<file path="src/rtl/reset_sequencer.sv">
// Staged reset controller: holds all stages asserted for a minimum time and waits for a stable
// lock. It then releases the stages in index order with a fixed gap between them.
module reset_sequencer #(
  parameter int unsigned NUM_STAGES = 3,
  parameter int unsigned MIN_ASSERT = 32,
  parameter int unsigned LOCK_CYC   = 16,
  parameter int unsigned GAP_CYC    = 8
) (
  input  logic                  clk_dst,
  input  logic                  rst_in_n,
  input  logic                  locked,
  input  logic                  soft_rst_req,
  output logic [NUM_STAGES-1:0] rst_stage,
  output logic                  seq_done,
  output logic [1:0]            state_o
);

  localparam int unsigned CntMax0 = (MIN_ASSERT > LOCK_CYC) ? MIN_ASSERT : LOCK_CYC;
  localparam int unsigned CntMax  = (CntMax0 > GAP_CYC) ? CntMax0 : GAP_CYC;
  localparam int unsigned CW      = $clog2(CntMax + 1);
  localparam int unsigned IW      = $clog2(NUM_STAGES) + 1;

  typedef enum logic [1:0] {
    StAssert   = 2'd0,
    StWaitLock = 2'd1,
    StRelease  = 2'd2,
    StRun      = 2'd3
  } state_e;

  state_e                r_state;
  logic [CW-1:0]         r_cnt;
  logic [IW-1:0]         r_idx;
  logic [NUM_STAGES-1:0] r_rst_stage;
  logic                  r_done;

  logic [CW-1:0]         w_cnt_inc;
  logic [NUM_STAGES-1:0] w_idx_mask;

  // Counter saturates instead of wrapping.
  assign w_cnt_inc = (r_cnt == CW'(CntMax)) ? r_cnt : r_cnt + CW'(1);

  always_comb begin
    w_idx_mask = '0;
    for (int i = 0; i < int'(NUM_STAGES); i++) begin
      w_idx_mask[i] = (r_idx == IW'(i));
    end
  end

  always_ff @(posedge clk_dst) begin
    if (!rst_in_n) begin
      r_state     <= StAssert;
      r_cnt       <= '0;
      r_idx       <= '0;
      r_rst_stage <= '1;
      r_done      <= 1'b0;
    end else begin
      case (r_state)
        StAssert: begin
          r_rst_stage <= '1;
          r_done      <= 1'b0;
          if (soft_rst_req) begin
            r_cnt <= '0;
          end else if (r_cnt == CW'(MIN_ASSERT - 1)) begin
            r_state <= StWaitLock;
            r_cnt   <= '0;
          end else begin
            r_cnt <= w_cnt_inc;
          end
        end
        StWaitLock: begin
          if (soft_rst_req) begin
            r_state     <= StAssert;
            r_cnt       <= '0;
            r_idx       <= '0;
            r_rst_stage <= '1;
            r_done      <= 1'b0;
          end else if (!locked) begin
            r_cnt <= '0;
          end else if (r_cnt == CW'(LOCK_CYC - 1)) begin
            r_rst_stage <= r_rst_stage & ~NUM_STAGES'(1);
            r_cnt       <= '0;
            if (NUM_STAGES == 1) begin
              r_state <= StRun;
              r_done  <= 1'b1;
            end else begin
              r_state <= StRelease;
              r_idx   <= IW'(1);
            end
          end else begin
            r_cnt <= w_cnt_inc;
          end
        end
        StRelease: begin
          if (soft_rst_req || !locked) begin
            r_state     <= StAssert;
            r_cnt       <= '0;
            r_idx       <= '0;
            r_rst_stage <= '1;
            r_done      <= 1'b0;
          end else if (r_cnt == CW'(GAP_CYC - 1)) begin
            r_rst_stage <= r_rst_stage & ~w_idx_mask;
            r_cnt       <= '0;
            if (r_idx == IW'(NUM_STAGES - 1)) begin
              r_state <= StRun;
              r_done  <= 1'b1;
            end else begin
              r_idx <= r_idx + IW'(1);
            end
          end else begin
            r_cnt <= w_cnt_inc;
          end
        end
        StRun: begin
          if (soft_rst_req || !locked) begin
            r_state     <= StAssert;
            r_cnt       <= '0;
            r_idx       <= '0;
            r_rst_stage <= '1;
            r_done      <= 1'b0;
          end
        end
        default: begin
          r_state     <= StAssert;
          r_cnt       <= '0;
          r_idx       <= '0;
          r_rst_stage <= '1;
          r_done      <= 1'b0;
        end
      endcase
    end
  end

  assign rst_stage = r_rst_stage;
  assign seq_done  = r_done;
  assign state_o   = r_state;

endmodule

</file>
<file path="config.mk">
export PLATFORM = sky130hd
export DESIGN_NAME = reset_sequencer
export DESIGN_NICKNAME = d
export VERILOG_FILES = /design/src/rtl/reset_sequencer.sv
export SDC_FILE = /design/constraint.sdc
export NUM_CORES = 1
export LEC_CHECK = 0
export BUFFER_PORTS_ARGS = -buffer_cell sky130_fd_sc_hd__buf_2
export CORE_ASPECT_RATIO = 0.75
export CORE_MARGIN = 2
export CORE_UTILIZATION = 52
export DETAILED_ROUTE_END_ITERATION = 7
export PLACE_DENSITY = 0.74
export SLEW_MARGIN = 20
export SYNTH_ARGS = -nofsm -noshare
export SYNTH_HDL_FRONTEND = slang
export SYNTH_SLANG_ARGS = --single-unit
</file>
<file path="constraint.sdc">
create_clock -name clk_dst -period 1.8 [get_ports clk_dst]
set_clock_uncertainty 0.05 [all_clocks]
set_input_delay 0.18 -clock clk_dst [delete_from_list [all_inputs] [get_ports clk_dst]]
set_output_delay 0.18 -clock clk_dst [all_outputs]
set_load 0.1 [all_outputs]
</file>
# Word level (Yosys, flattened, before mapping)
# Index checks and enable logic that the tools add are counted.
[totals]
reg_bits = 15
input_bits = 4
output_inout_bits = 6
wordCells = 79
[classes]
addsub = 2
n_eq_ne = 18
n_mux = 41
n_bitwise = 2
n_reduce_logical = 10
[op_table]
columns = ["operator", "n"]
rows = [
  ["6-bit two-way mux", 9],
  ["3-bit two-way mux", 11],
  ["6-bit one-hot mux with 4 select lines", 1],
  ["2-bit two-way mux", 9],
  ["3-bit inequality test (second input constant)", 5],
  ["3-bit one-hot mux with 4 select lines", 1],
  ["3-bit one-hot mux with 3 select lines", 1],
  ["2-bit inequality test (second input constant)", 4],
  ["2-bit one-hot mux with 4 select lines", 1],
  ["4-bit AND reduction", 2],
  ["1-bit two-way mux", 7],
  ["7-bit AND reduction", 1],
  ["6-bit by 1-bit adder with 6-bit output (second input constant)", 1],
  ["6-bit by 3-bit == test with 1-bit output (second input constant)", 1],
  ["6-bit by 4-bit == test with 1-bit output (second input constant)", 1],
  ["6-bit by 5-bit == test with 1-bit output (second input constant)", 1],
  ["6-bit == test (second input constant)", 1],
  ["6-bit AND reduction", 1],
  ["2-bit == test (second input constant)", 2],
  ["1-bit one-hot mux with 4 select lines", 1],
  ["3-bit by 1-bit adder with 3-bit output (second input constant)", 1],
  ["3-bit AND", 1],
  ["3-bit by 1-bit == test with 1-bit output (second input constant)", 1],
  ["3-bit by 2-bit == test with 1-bit output (second input constant)", 1],
  ["8 further kinds", 8],
]

# Logic depth before layout (Yosys ltp)
# Gate-level depths: netlist of the first run.
[depth]
depth_word = 6
depth_mapped = 8
depth_no_buf = 7

# Worst setup path after synthesis of the first run
# Ideal clock, no wire load.
[synth_path]
path_kind = "reg2reg"
startpoint = "register r_state[0], in the netlist state_o[0]"
endpoint = "register r_cnt[0]"
setup_ns = 0.114
arrival_time_ns = 2.533
required_time_ns = 1.636
slack_ns = -0.897
path_stages_with_launch = 8
n_path_buf = 0
period_less_slack_ns = 2.697
path_cell_list = "dfxtp_1 -> inv_1 -> ha_1 -> mux2_4 -> o221a_4 -> o221a_4 -> nand3_2 -> a21bo_1"
[synth_via]
elab_chain_cells = 2
word_cells_on_any_way = 6
classes_between = "4 x eq/ne; 1 x mux; 1 x reduce/logical"
[synth_lines]
columns = ["item", "line", "source"]
rows = [
  ["start: declaration", "30", "state_e r_state;"],
  ["start signal: assignment", "51", "r_state <= StAssert;"],
  ["start signal: assignment", "64", "r_state <= StWaitLock;"],
  ["start signal: assignment", "72", "r_state <= StAssert;"],
  ["2-bit == test (tied with other cells)", "57", "case (r_state)"],
  ["6-bit one-hot mux with 4 select lines / 2-bit inequality test (equally long branches)", "n/a", ""],
  ["end signal: assignment", "67", "r_cnt <= w_cnt_inc;"],
  ["end signal: assignment", "90", "r_cnt <= w_cnt_inc;"],
  ["end signal: assignment", "110", "r_cnt <= w_cnt_inc;"],
  ["end: declaration", "31", "logic [CW-1:0] r_cnt;"],
]
# Parallel ways exist; a longest one is shown, timed or not.
# A chain may end at the register's enable or synchronous reset.

# Worst setup path after layout of the first run
[layout_path]
startpoint = "register r_state[0], in the netlist state_o[0]"
endpoint = "register r_state[0], in the netlist state_o[0]"
[layout_via]
elab_chain_cells = 3
word_cells_on_any_way = 13
classes_between = "10 x eq/ne; 1 x mux; 2 x reduce/logical"
[layout_lines]
columns = ["item", "line"]
rows = [
  ["2-bit == test (tied with other cells)", "57"],
  ["3-bit inequality test (no line) / 2-bit inequality test (equally long branches)", "n/a"],
  ["7-bit AND reduction (no line)", "n/a"],
]
# Parallel ways exist; a longest one is shown, timed or not.

==> results of run 1 <==
cells in the final DEF (no fill, tap or decap), types with 2 or more instances in the layout:
master | netlist | layout
ha_4 | 0 | 3
o221a_4 | 2 | 2
o21ai_2 | 1 | 2
nand3_2 | 2 | 2
inv_1 | 14 | 12
ha_1 | 11 | 7
o21ai_0 | 9 | 8
nor3_1 | 2 | 2
buf_4 | 0 | 15
dfxtp_4 | 0 | 2
mux2i_1 | 2 | 2
a21oi_2 | 1 | 4
buf_2 | 2 | 9
clkbuf_4 | 0 | 3
nand2_1 | 17 | 17
nand3b_1 | 2 | 2
dfxtp_1 | 15 | 13
inv_4 | 0 | 2
o21ai_1 | 4 | 3
nand3_1 | 4 | 4
o2bb2ai_1 | 2 | 2
a32o_1 | 2 | 2
a21oi_1 | 9 | 6
nor2_1 | 6 | 6
cell families after synthesis:
| group | count (synthesis) | synth area share, % |
|---|---|---|
| AOI/OAI and AO/OA | 42 | 27.97 |
| and+or+nand+nor | 48 | 24.19 |
| adders and majority gates | 11 | 11.88 |
| buffers and inverters | 19 | 7.019 |
| DFF | 15 | 25.92 |
| muxes | 3 | 3.023 |
final cells by class:
cell class	count	area, sq um	share of cell area [%]
inverters	15	61.31	4.242
well taps	24	30.03	2.078
repair buffers	24	157.7	10.91
clock inverters	1	5.005	0.3463
clock buffers	3	22.52	1.558
flip-flops and latches	15	307.8	21.30
multi-input cells	104	860.8	59.57
final timing paths:
kind / startpoint / cells past startpoint / to / slack (ns)
max: state_o[0] / 7 / state_o[0] / -0.09
min reg2reg: rst_stage[2] / 2 / rst_stage[2] / 0.42
min: rst_in_n / 3 / seq_done / 0.19
max reg2reg: state_o[0] / 7 / state_o[0] / -0.09
cell usage after synthesis, types with 2 or more instances:
cell type | instances | area share, %
mux2i_1 | 2 | 1.7
o221a_4 | 2 | 3.5
o21ai_1 | 4 | 1.7
nor3_1 | 2 | 0.86
nand3_1 | 4 | 1.7
a32o_1 | 2 | 1.7
nand3_2 | 2 | 1.7
buf_2 | 2 | 0.86
nand3b_1 | 2 | 1.3
o2bb2ai_1 | 2 | 1.5
nor2_1 | 6 | 1.9
o21ai_0 | 9 | 3.9
nor4b_1 | 2 | 1.5
ha_1 | 11 | 12
nor2b_1 | 3 | 1.6
dfxtp_1 | 15 | 26
a21oi_1 | 9 | 3.9
nand2_1 | 17 | 5.5
inv_1 | 14 | 4.5
state kept, by name, summed over array words and instances (netlist names):
name,flops
r_cnt,6
rst_stage,3
seq_done,1
r_idx,3
state_o,2
metrics by stage:
stage	instance area, sq um	instances	setup TNS, ns
floorplan	1196	138	-1.429
global placement	1359	182	-0.1151
detailed placement	1359	182	-0.2675
CTS	1414	186	-0.2669
global route	1445	186	-0.7399
finish	1445	186	-0.2081
worst min-delay path, stage by stage:
cell,delay (ns)
buf_2,0.20
nand2_1,0.09
nor2_1,0.04
per-layer routing:
metal,part of all wire [%],up-vias
li1,-,547
met1,45,534
met2,43,65
met3,9.1,14
met4,2.6,0
met5,0,-
power by group through the flow:
stage | sequential [mW] | clock, mW | combinational (mW)
floorplan | 0.340 | 0 | 0.0269
global placement | 0.340 | 0 | 0.0417
detailed placement | 0.340 | 0 | 0.0435
CTS | 0.332 | 0.208 | 0.0467
global route | 0.333 | 0.222 | 0.0533
finish | 0.333 | 0.207 | 0.0501
what timing repair did:
action / in CTS / in global routing
pin swaps: 5 / 3
gates resized for setup: 7 / 8
endpoints found under the setup margin: 9 / 13
==> impl_results.md, run 1 <==
* Cts hold-fix bufs at 0
* Largest net degree at the start of global routing at 13
* NumNets Final at between 150 and 200
* Vias at approximately 1,200
* Synth Register Bits at 15
* Total CTS buffers at 3
* Ys flop type: dfxtp_1
* Drt pass-1 iters at 4
* Sequential group share of total power at between 50 and 60%
* Worst EP arrival at around 2.1 ns
* Global Route met3 Usage at roughly 5.2%
* Distinct cells, synth at 47
* Post-synthesis cell count at between 100 and 150
* Final Hold Vio Count at 0
* I/O Buffers at 9
* First-pass GRT wire length at between 5000 and 6000 um
* Post-route ant nets at 0
* FP Rows at 14
* Max FO, Critical Path at 5
* Clock Latency Late Sink at around 0.30 ns
* Slew margin rel. at about two thirds
* Hold_ws at 0.1945 ns
* Switching share of power at a little over a quarter
* Deepest clock path buffer count at 2
* Area grow syn2layout at 24.73%
* Unrepaired setup endpoints after global routing: yes
* Lkg Pwr at between 0.5 and 0.6 nW
* VDD IR max at roughly 0.38 mV
* Warnings, synthesis at 0
* Power, Total at around 590 uW
* Die area at between 2000 and 3000 sq um
* Kind of critical path: flop to flop
* Grt met2 use at between 40% and 50%
* Setup ws final at -0.09111 ns
* Placeable Area at ~2000 sq um
* Seq/Total Area, Yosys at between 20 and 30%
* Largest stage delay, worst path at roughly 0.40 ns
* # Post-CTS Setup Buffers at 0
* Startpoint types: flop
* Total track usage at a little over a quarter
* Max-Cap Viols at 0
* Average size of a mapped cell at 8.396 sq um
* CTS tree: yes
* Syn_nets at roughly 150
* Most Crowded Layer GR: met2
* Fin crit period at roughly 1.9 ns
* Initial antenna violation count at 0
* Post-route DRC at 0
* FILL cells at about 160
* Status: finished, violations left
* Critical-path top delay cell: dfxtp_4
* Logic pwr share at approximately 8.5%
* Post-synth EDFFs at 0
* Setup violators final at 7
* Crit end category: flop
* WP data required at ~2.0 ns
* Async set or reset register ratio after synthesis at 0%
* Slew @ Worst Pin at just under 0.5 ns
* Vias in the first global route at about 1,100
* DRC marker count from the first detailed-route iteration at 82
* Initial core utilization at between 50% and 60%
* Clock-pin slew on the worst setup and hold paths at ~0.10 ns
* Switching power at between 150 and 200 uW
* Synthesized area at 1159 sq um
* Ports at 10
* Routed vias/inst at 6.237
* WP buf/inv at 1
* Pint at 432.0 uW
* DR WL/cell at 17.04 um
* F_max at about 0.53 GHz
* Clock sink count at 15
* Htree depth at 1
* Clock power frac at a little over a third
* Share of cells above drive strength 1 at between 30% and 40%
* N_diodes at 0
* Post-Place Worst Slack at -0.08136 ns
* Cell area power density at roughly 410 nW/um^2
* Type of the tightest min-delay check: input port to flop
* Gpl congestion at between 0.9 and 1
* Fin. max-slew vios at 0
* Met1 Usage GRT at between 30% and 40%
* DP Wirelength at about 2400 um
* DIE HEIGHT at between 40 and 50 um
* Failing checks: negative setup slack
* Cell family with most CP delay: compound AO/OA/AOI/OAI gates
* Clk root buf: clkbuf_4
* CP cell instances: inv_4, ha_4, nor2b_4, o31a_1, o31ai_4, nand3_2, a221oi_2
* DRT Wirelength at around 3200 um
* Tcrit/Tclk final at 105.1%
* GR Overflow Total at 0
* Die X-Extent at 58.51 um
* Util after Layout at 70.51%
(Power assumes the default switching activity.)
==> inputs of run 2 (changes only) <==
--- a/config.mk
+++ b/config.mk
@@ -11,6 +11,7 @@
 export CORE_UTILIZATION = 52
 export DETAILED_ROUTE_END_ITERATION = 7
 export PLACE_DENSITY = 0.74
+export REMOVE_ABC_BUFFERS = 1
 export SLEW_MARGIN = 20
 export SYNTH_ARGS = -nofsm -noshare
 export SYNTH_HDL_FRONTEND = slang
==> impl_results.md, run 2 (synthesized netlist as in run 1, its figures left out) <==
* WHS Path Cells at 3 (unchanged)
* Cell area power density at 381.9 nW/um^2 (was 408.7 nW/um^2)
* Worst EP arrival at 2.01 ns (was 2.05 ns)
* DP Wirelength at 2328 um (was 2355 um)
* Share of cells above drive strength 1 at 38.95% (was 35.80%)
* Routed wl met3 at 281 um (was 288 um)
* Vias at 1,179 (was 1,160)
* Max-Cap Viols at 0 (unchanged)
* Deepest clock path buffer count at 2 (unchanged)
* Post-route cell area at 1528 sq um (was 1445 sq um)
* Area grow syn2layout at 31.86% (was 24.73%)
* Cts hold-fix bufs at 0 (unchanged)
* Drt pass-1 iters at 5 (was 4)
* DIE HEIGHT at 44.88 um (unchanged)
* Post-Place Worst Slack at -0.1445 ns (was -0.08136 ns)
* CTS tree: yes (unchanged)
* Commonest non-fill, non-tap cell in the layout: buf_4 (was nand2_1)
* Routed vias/inst at 6.015 (was 6.237)
* Top sig layer: met4 (unchanged)
* Worst reg2reg path startpoint: state_o[0] (unchanged)
* Slew @ Worst Pin at 0.4880 ns (was 0.4854 ns)
* Crit end category: flop (unchanged)
* Clock-pin slew on the worst setup and hold paths at 0.09 ns (was 0.10 ns)
* Clock sink count at 15 (unchanged)
* Clk root buf: clkbuf_4 (unchanged)
* Total CTS buffers at 3 (unchanged)
* Type of the tightest min-delay check: input port to flop (unchanged)
* Util after Layout at 74.54% (was 70.51%)
* Critical-path top delay cell: dfxtp_2 (was dfxtp_4)
* CP cell instances: inv_2, ha_4, buf_6, mux2_4, o221a_4, o221a_4, a32o_1 (was inv_4, ha_4, nor2b_4, o31a_1, o31ai_4, nand3_2, a221oi_2)
* Largest stage delay, worst path at 0.35 ns (was 0.40 ns)
* NumNets Final at 188 (was 178)
* FP Rows at 14 (unchanged)
* DRC marker count from the first detailed-route iteration at 81 (was 82)
* Most frequent cells in the layout: buf_4 (22), nand2_1 (17), inv_1 (13), dfxtp_1 (13), buf_2 (9) (was nand2_1 (17), buf_4 (15), dfxtp_1 (13), inv_1 (12), buf_2 (9))
* VDD IR max at 0.3887 mV (was 0.3771 mV)
* Max FO, Critical Path at 6 (was 5)
* Vias in the first global route at 1,076 (was 1,129)
* Die area at 2626 sq um (unchanged)
* Met2 wire length at 1362 um (was 1374 um)
* Gpl congestion at 0.8646 (was 0.9607)
* Setup violators final at 10 (was 7)
* Max FFs per register at 6 (unchanged)
* Die X-Extent at 58.51 um (unchanged)
* F_max at 0.5318 GHz (was 0.5288 GHz)
* Post-route ant nets at 0 (unchanged)
* Total track usage at 26.15% (was 27.17%)
* I/O Buffers at 9 (unchanged)
* Startpoint types: flop (unchanged)
* Fin. max-slew vios at 0 (unchanged)
* Setup ws final at -0.08034 ns (was -0.09111 ns)
* WL met1 at 1482 um (was 1425 um)
* DR WL/cell at 16.07 um (was 17.04 um)
* Unrepaired setup endpoints after global routing: yes (unchanged)
* Htree depth at 1 (unchanged)
* Tcrit/Tclk final at 104.5% (was 105.1%)
* Largest register by flop count: r_cnt (unchanged)
* Lkg Pwr at 0.6192 nW (was 0.5694 nW)
* Crit-path most repeated cell: o221a_4
* GR Overflow Total at 0 (unchanged)
* Kind of critical path: flop to flop (unchanged)
* Crit path launch: state_o[0] (unchanged)
* Final Hold Vio Count at 0 (unchanged)
* DRT Wirelength at 3150 um (was 3169 um)
* Placeable Area at 2049 sq um (unchanged)
* Ports at 10 (unchanged)
* Initial antenna violation count at 0 (unchanged)
* Area after DPL at 1351 sq um (was 1359 sq um)
* N_diodes at 0 (unchanged)
* First-pass GRT wire length at 5140 um (was 5285 um)
* Failing checks: negative setup slack (unchanged)
* FF-to-FF path depth at 7 (unchanged)
* Slew margin rel. at 67.69% (was 67.86%)
* Initial core utilization at 56.53% (unchanged)
* Hold path startpoint: rst_in_n (unchanged)
* Post-route DRC at 0 (unchanged)
* Clock Latency Late Sink at 0.29 ns (was 0.30 ns)
* Status: finished, violations left (unchanged)
* Fin crit period at 1.880 ns (was 1.891 ns)
* WP data required at 1.93 ns (was 1.96 ns)
* Largest net degree at the start of global routing at 13 (unchanged)
==> run 2: worst max-delay path: cells and delay by family (launching register included) <==
kind,cells,cell delay [ns]
flip-flops,1,0.35
buffers and inverters,2,0.16
adder cells (fa/ha/maj),1,0.17
multiplexers,1,0.25
AO/OA/AOI/OAI,3,0.80
==> run 2: path summary, 6_finish.rpt <==
check | to | slack (ns)
worst max-delay path | r_cnt[1] | -0.08
worst min-delay path | seq_done | 0.19
worst max register to register | r_cnt[1] | -0.08
worst min register to register | rst_stage[1] | 0.42
==> run 2: area by class of cell <==
| class | count | area, sq um |
|---|---|---|
| clock buffer | 4 | 26.28 |
| fill | 152 | 521.8 |
| inverter | 15 | 56.30 |
| multi-input combinational | 104 | 865.8 |
| sequential | 15 | 305.3 |
| tap | 24 | 30.03 |
| timing repair buffer | 34 | 244.0 |
==> run 2: timing repair <==
action / in CTS / in global routing
gates resized for setup: 13 / 13
endpoints found under the setup margin: 13 / 13
gates cloned: 0 / 0
pin swaps: 11 / 15
setup buffers: 2 / 4
==> run 2: report_power, final <==
group | leakage [nW] | switching, mW | internal, mW | total, mW
clock network | 0.0150 | 0.111 | 0.0862 | 0.198
logic | 0.482 | 0.0307 | 0.0215 | 0.0522
registers | 0.123 | 0.00139 | 0.332 | 0.334
==> run 2: routing by layer <==
metal  track usage [%]  vias up
met3             6.304        4
li1                  -      564
met2             40.67       64
met4             4.651        0
met1             37.30      547
met5                 0        -
==> run 2: through the flow <==
stage / hold WS [ns] / power [mW] / TNS, ns / std cells
after global routing: 0.1894 / 0.6079 / -1.028 / 196
final: 0.1887 / 0.5835 / -0.4606 / 196
after floorplan: 0.2438 / 0.3645 / -13.11 / 134
after detailed placement: 0.4135 / 0.3864 / -1.144 / 186
after CTS: 0.1701 / 0.5886 / -0.6786 / 192
after global placement: 0.4064 / 0.3846 / -0.5312 / 186
==> inputs of run 3 (changes only) <==
--- a/config.mk
+++ b/config.mk
@@ -8,9 +8,11 @@
 export BUFFER_PORTS_ARGS = -buffer_cell sky130_fd_sc_hd__buf_2
 export CORE_ASPECT_RATIO = 0.75
 export CORE_MARGIN = 2
-export CORE_UTILIZATION = 52
+export CORE_UTILIZATION = 58
+export CTS_CLUSTER_DIAMETER = 40
 export DETAILED_ROUTE_END_ITERATION = 7
-export PLACE_DENSITY = 0.74
+export PLACE_DENSITY = 0.78
+export RECOVER_POWER = 25
 export REMOVE_ABC_BUFFERS = 1
 export SLEW_MARGIN = 20
 export SYNTH_ARGS = -nofsm -noshare
==> constraint.sdc (replaced) <==
create_clock -name clk_dst -period 1.79 [get_ports clk_dst]
set_clock_uncertainty 0.05 [all_clocks]
set_input_delay 0.179 -clock clk_dst [delete_from_list [all_inputs] [get_ports clk_dst]]
set_output_delay 0.179 -clock clk_dst [all_outputs]
set_load 0.1 [all_outputs]
==> impl_results.md, run 3 (synthesized netlist as in run 1, its figures left out) <==
* Htree depth at 1 (unchanged)
* WHS Path Cells at 3 (unchanged)
* Gpl congestion at 0.8793 (was 0.8646)
* NumNets Final at 190 (was 188)
* Max-Cap Viols at 0 (unchanged)
* Clock-pin slew on the worst setup and hold paths at 0.10 ns (was 0.09 ns)
* Slew margin rel. at 64.23% (was 67.69%)
* Cell area power density at 388.4 nW/um^2 (was 381.9 nW/um^2)
* Post-route ant nets at 0 (unchanged)
* Lkg Pwr at 0.6321 nW (was 0.6192 nW)
* Worst EP arrival at 2.09 ns (was 2.01 ns)
* Util after Layout at 84.62% (was 74.54%)
* VDD IR max at 0.3928 mV (was 0.3887 mV)
* F_max at 0.5200 GHz (was 0.5318 GHz)
* FILL cells at 89 (was 152)
* Routed vias/inst at 6.301 (was 6.015)
* Fin crit period at 1.923 ns (was 1.880 ns)
* Cts hold-fix bufs at 0 (unchanged)
* Fin. max-slew vios at 0 (unchanged)
* Worst reg2reg path startpoint: state_o[0] (unchanged)
* Die X-Extent at 55.61 um (was 58.51 um)
* Cell family with most CP delay: compound AO/OA/AOI/OAI gates (unchanged)
* GR Overflow Total at 0 (unchanged)
* Max FO, Critical Path at 5 (was 6)
* Drt pass-1 iters at 5 (unchanged)
* Failing checks: negative setup slack (unchanged)
* Die area at 2375 sq um (was 2626 sq um)
* Hold endpoint: seq_done (unchanged)
* Total CTS buffers at 3 (unchanged)
* Most frequent cells in the layout: buf_4 (26), nand2_1 (17), inv_1 (13), dfxtp_1 (13) (was buf_4 (22), nand2_1 (17), inv_1 (13), dfxtp_1 (13), buf_2 (9))
* Tcrit/Tclk final at 107.4% (was 104.5%)
* Final Hold Vio Count at 0 (unchanged)
* DIE HEIGHT at 42.71 um (was 44.88 um)
* FF-to-FF path depth at 7 (unchanged)
* CTS tree: yes (unchanged)
* Largest stage delay, worst path at 0.35 ns (about the same)
* Placeable Area at 1805 sq um (was 2049 sq um)
* Largest net degree at the start of global routing at 13 (unchanged)
* Clock Latency Late Sink at 0.30 ns (was 0.29 ns)
* Hold_ws at 0.2003 ns (was 0.1887 ns)
* N_diodes at 0 (unchanged)
* Initial core utilization at 64.17% (was 56.53%)
* Area grow syn2layout at 31.86% (unchanged)
* WP data required at 1.96 ns (was 1.93 ns)
* Largest register by flop count: r_cnt (unchanged)
* Deepest clock path buffer count at 2 (unchanged)
* Setup violators final at 11 (was 10)
* Crit path launch: state_o[0] (unchanged)
* Clock sink count at 15 (unchanged)
* Vias at 1,235 (was 1,179)
* DRT Wirelength at 3363 um (was 3150 um)
* I/O Buffers at 9 (unchanged)
* CP cell instances: inv_2, ha_4, nor2b_4, o31a_1, o31ai_4, nand3_2, a221oi_2 (was inv_2, ha_4, buf_6, mux2_4, o221a_4, o221a_4, a32o_1)
* Share of cells above drive strength 1 at 41.38% (was 38.95%)
* Post-route DRC at 0 (unchanged)
* First-pass GRT wire length at 4926 um (was 5140 um)
* DP Wirelength at 2156 um (was 2328 um)
* Commonest non-fill, non-tap cell in the layout: buf_4 (unchanged)
* Power, Total at 593.4 uW (was 583.5 uW)
* Unrepaired setup endpoints after global routing: yes (unchanged)
* Vias in the first global route at 1,049 (was 1,076)
* Total track usage at 27.14% (was 26.15%)
* Max FFs per register at 6 (unchanged)
* Crit end category: flop (unchanged)
* Initial antenna violation count at 0 (unchanged)
* Slew @ Worst Pin at 0.5388 ns (was 0.4880 ns)
* Hold path startpoint: rst_in_n (unchanged)
* DR WL/cell at 17.16 um (was 16.07 um)
* WP buf/inv at 1 (was 2)
* FP Rows at 13 (was 14)
* Status: finished, violations left (unchanged)
* R2R Setup Slk at -0.13 ns (was -0.08 ns)
* DRC marker count from the first detailed-route iteration at 89 (was 81)
* Setup ws final at -0.1331 ns (was -0.08034 ns)
* Startpoint types: flop (unchanged)
* Clk root buf: clkbuf_4 (unchanged)
* Kind of critical path: flop to flop (unchanged)
* Ports at 10 (unchanged)
* Critical-path top delay cell: dfxtp_2 (unchanged)
* Type of the tightest min-delay check: input port to flop (unchanged)
* FF-to-FF End: state_o[0] (was r_cnt[1])
==> run 3: cell count changes in the layout (fill, tap and decap cells not counted), sizes merged <==
cell    previous run  this run
clkbuf             4         5
clkinv             0         1
==> run 3: stage by stage <==
| step | area [sq um] | TNS [ns] | setup slack [ns] | cells |
|---|---|---|---|---|
| floorplan | 1134 | -13.26 | -1.009 | 134 |
| global placement | 1364 | -0.6857 | -0.1112 | 186 |
| detailed placement | 1364 | -1.516 | -0.1833 | 186 |
| CTS | 1461 | -0.9297 | -0.1379 | 193 |
| global route | 1528 | -1.569 | -0.1815 | 196 |
| finish | 1528 | -1.016 | -0.1331 | 196 |
==> run 3: area by class of cell <==
type,instances,area (sq um),area share (%)
Inverter,15,56.30,3.685
Tap cell,22,27.53,1.802
Clock inverter,1,5.005,0.3276
Timing Repair Buffer,36,251.5,16.46
Multi-Input combinational cell,104,859.6,56.27
Sequential cell,15,305.3,19.98
Clock buffer,3,22.52,1.474
==> run 3: power breakdown <==
| group | leakage (nW) | switching, mW | internal (mW) | total (mW) |
|---|---|---|---|---|
| clock network | 0.0177 | 0.119 | 0.0834 | 0.203 |
| logic | 0.492 | 0.0336 | 0.0217 | 0.0554 |
| registers | 0.123 | 0.00129 | 0.334 | 0.335 |
==> run 3: worst max-delay path by stage <==
stage,cells past startpoint,slack (ns),end
6_report,7,-0.13,state_o[0]
5_1_grt,7,-0.18,r_idx[0]
4_1_cts,7,-0.14,rst_stage[0]
3_5_place_dp,7,-0.18,state_o[0]
3_3_place_gp,6,-0.11,state_o[0]
2_1_floorplan,7,-1.01,r_cnt[0]
==> run 3: worst register-to-register path, stage by stage (launching register included) <==
cell	delay, ns
dfxtp_2	0.35
inv_2	0.05
ha_4	0.17
nor2b_4	0.12
o31a_1	0.35
o31ai_4	0.32
nand3_2	0.16
a221oi_2	0.27
==> run 3: what timing repair did <==
action,4_1_cts,5_1_grt
pin swaps,11,9
endpoints found under the setup margin,13,15
endpoints found under the hold margin,0,0
resized for setup,13,14
buffers inserted,3,3
==> run 3: metal layers <==
metal | global-route usage, % | part of all wire [%] | wire [um] | up-vias
met5 | 0 | 0 | 0 | -
met3 | 7.622 | 10 | 349 | 18
li1 | - | - | - | 564
met4 | 9.756 | 3.1 | 104 | 0
met2 | 39.05 | 44 | 1479 | 91
met1 | 38.58 | 42 | 1429 | 562
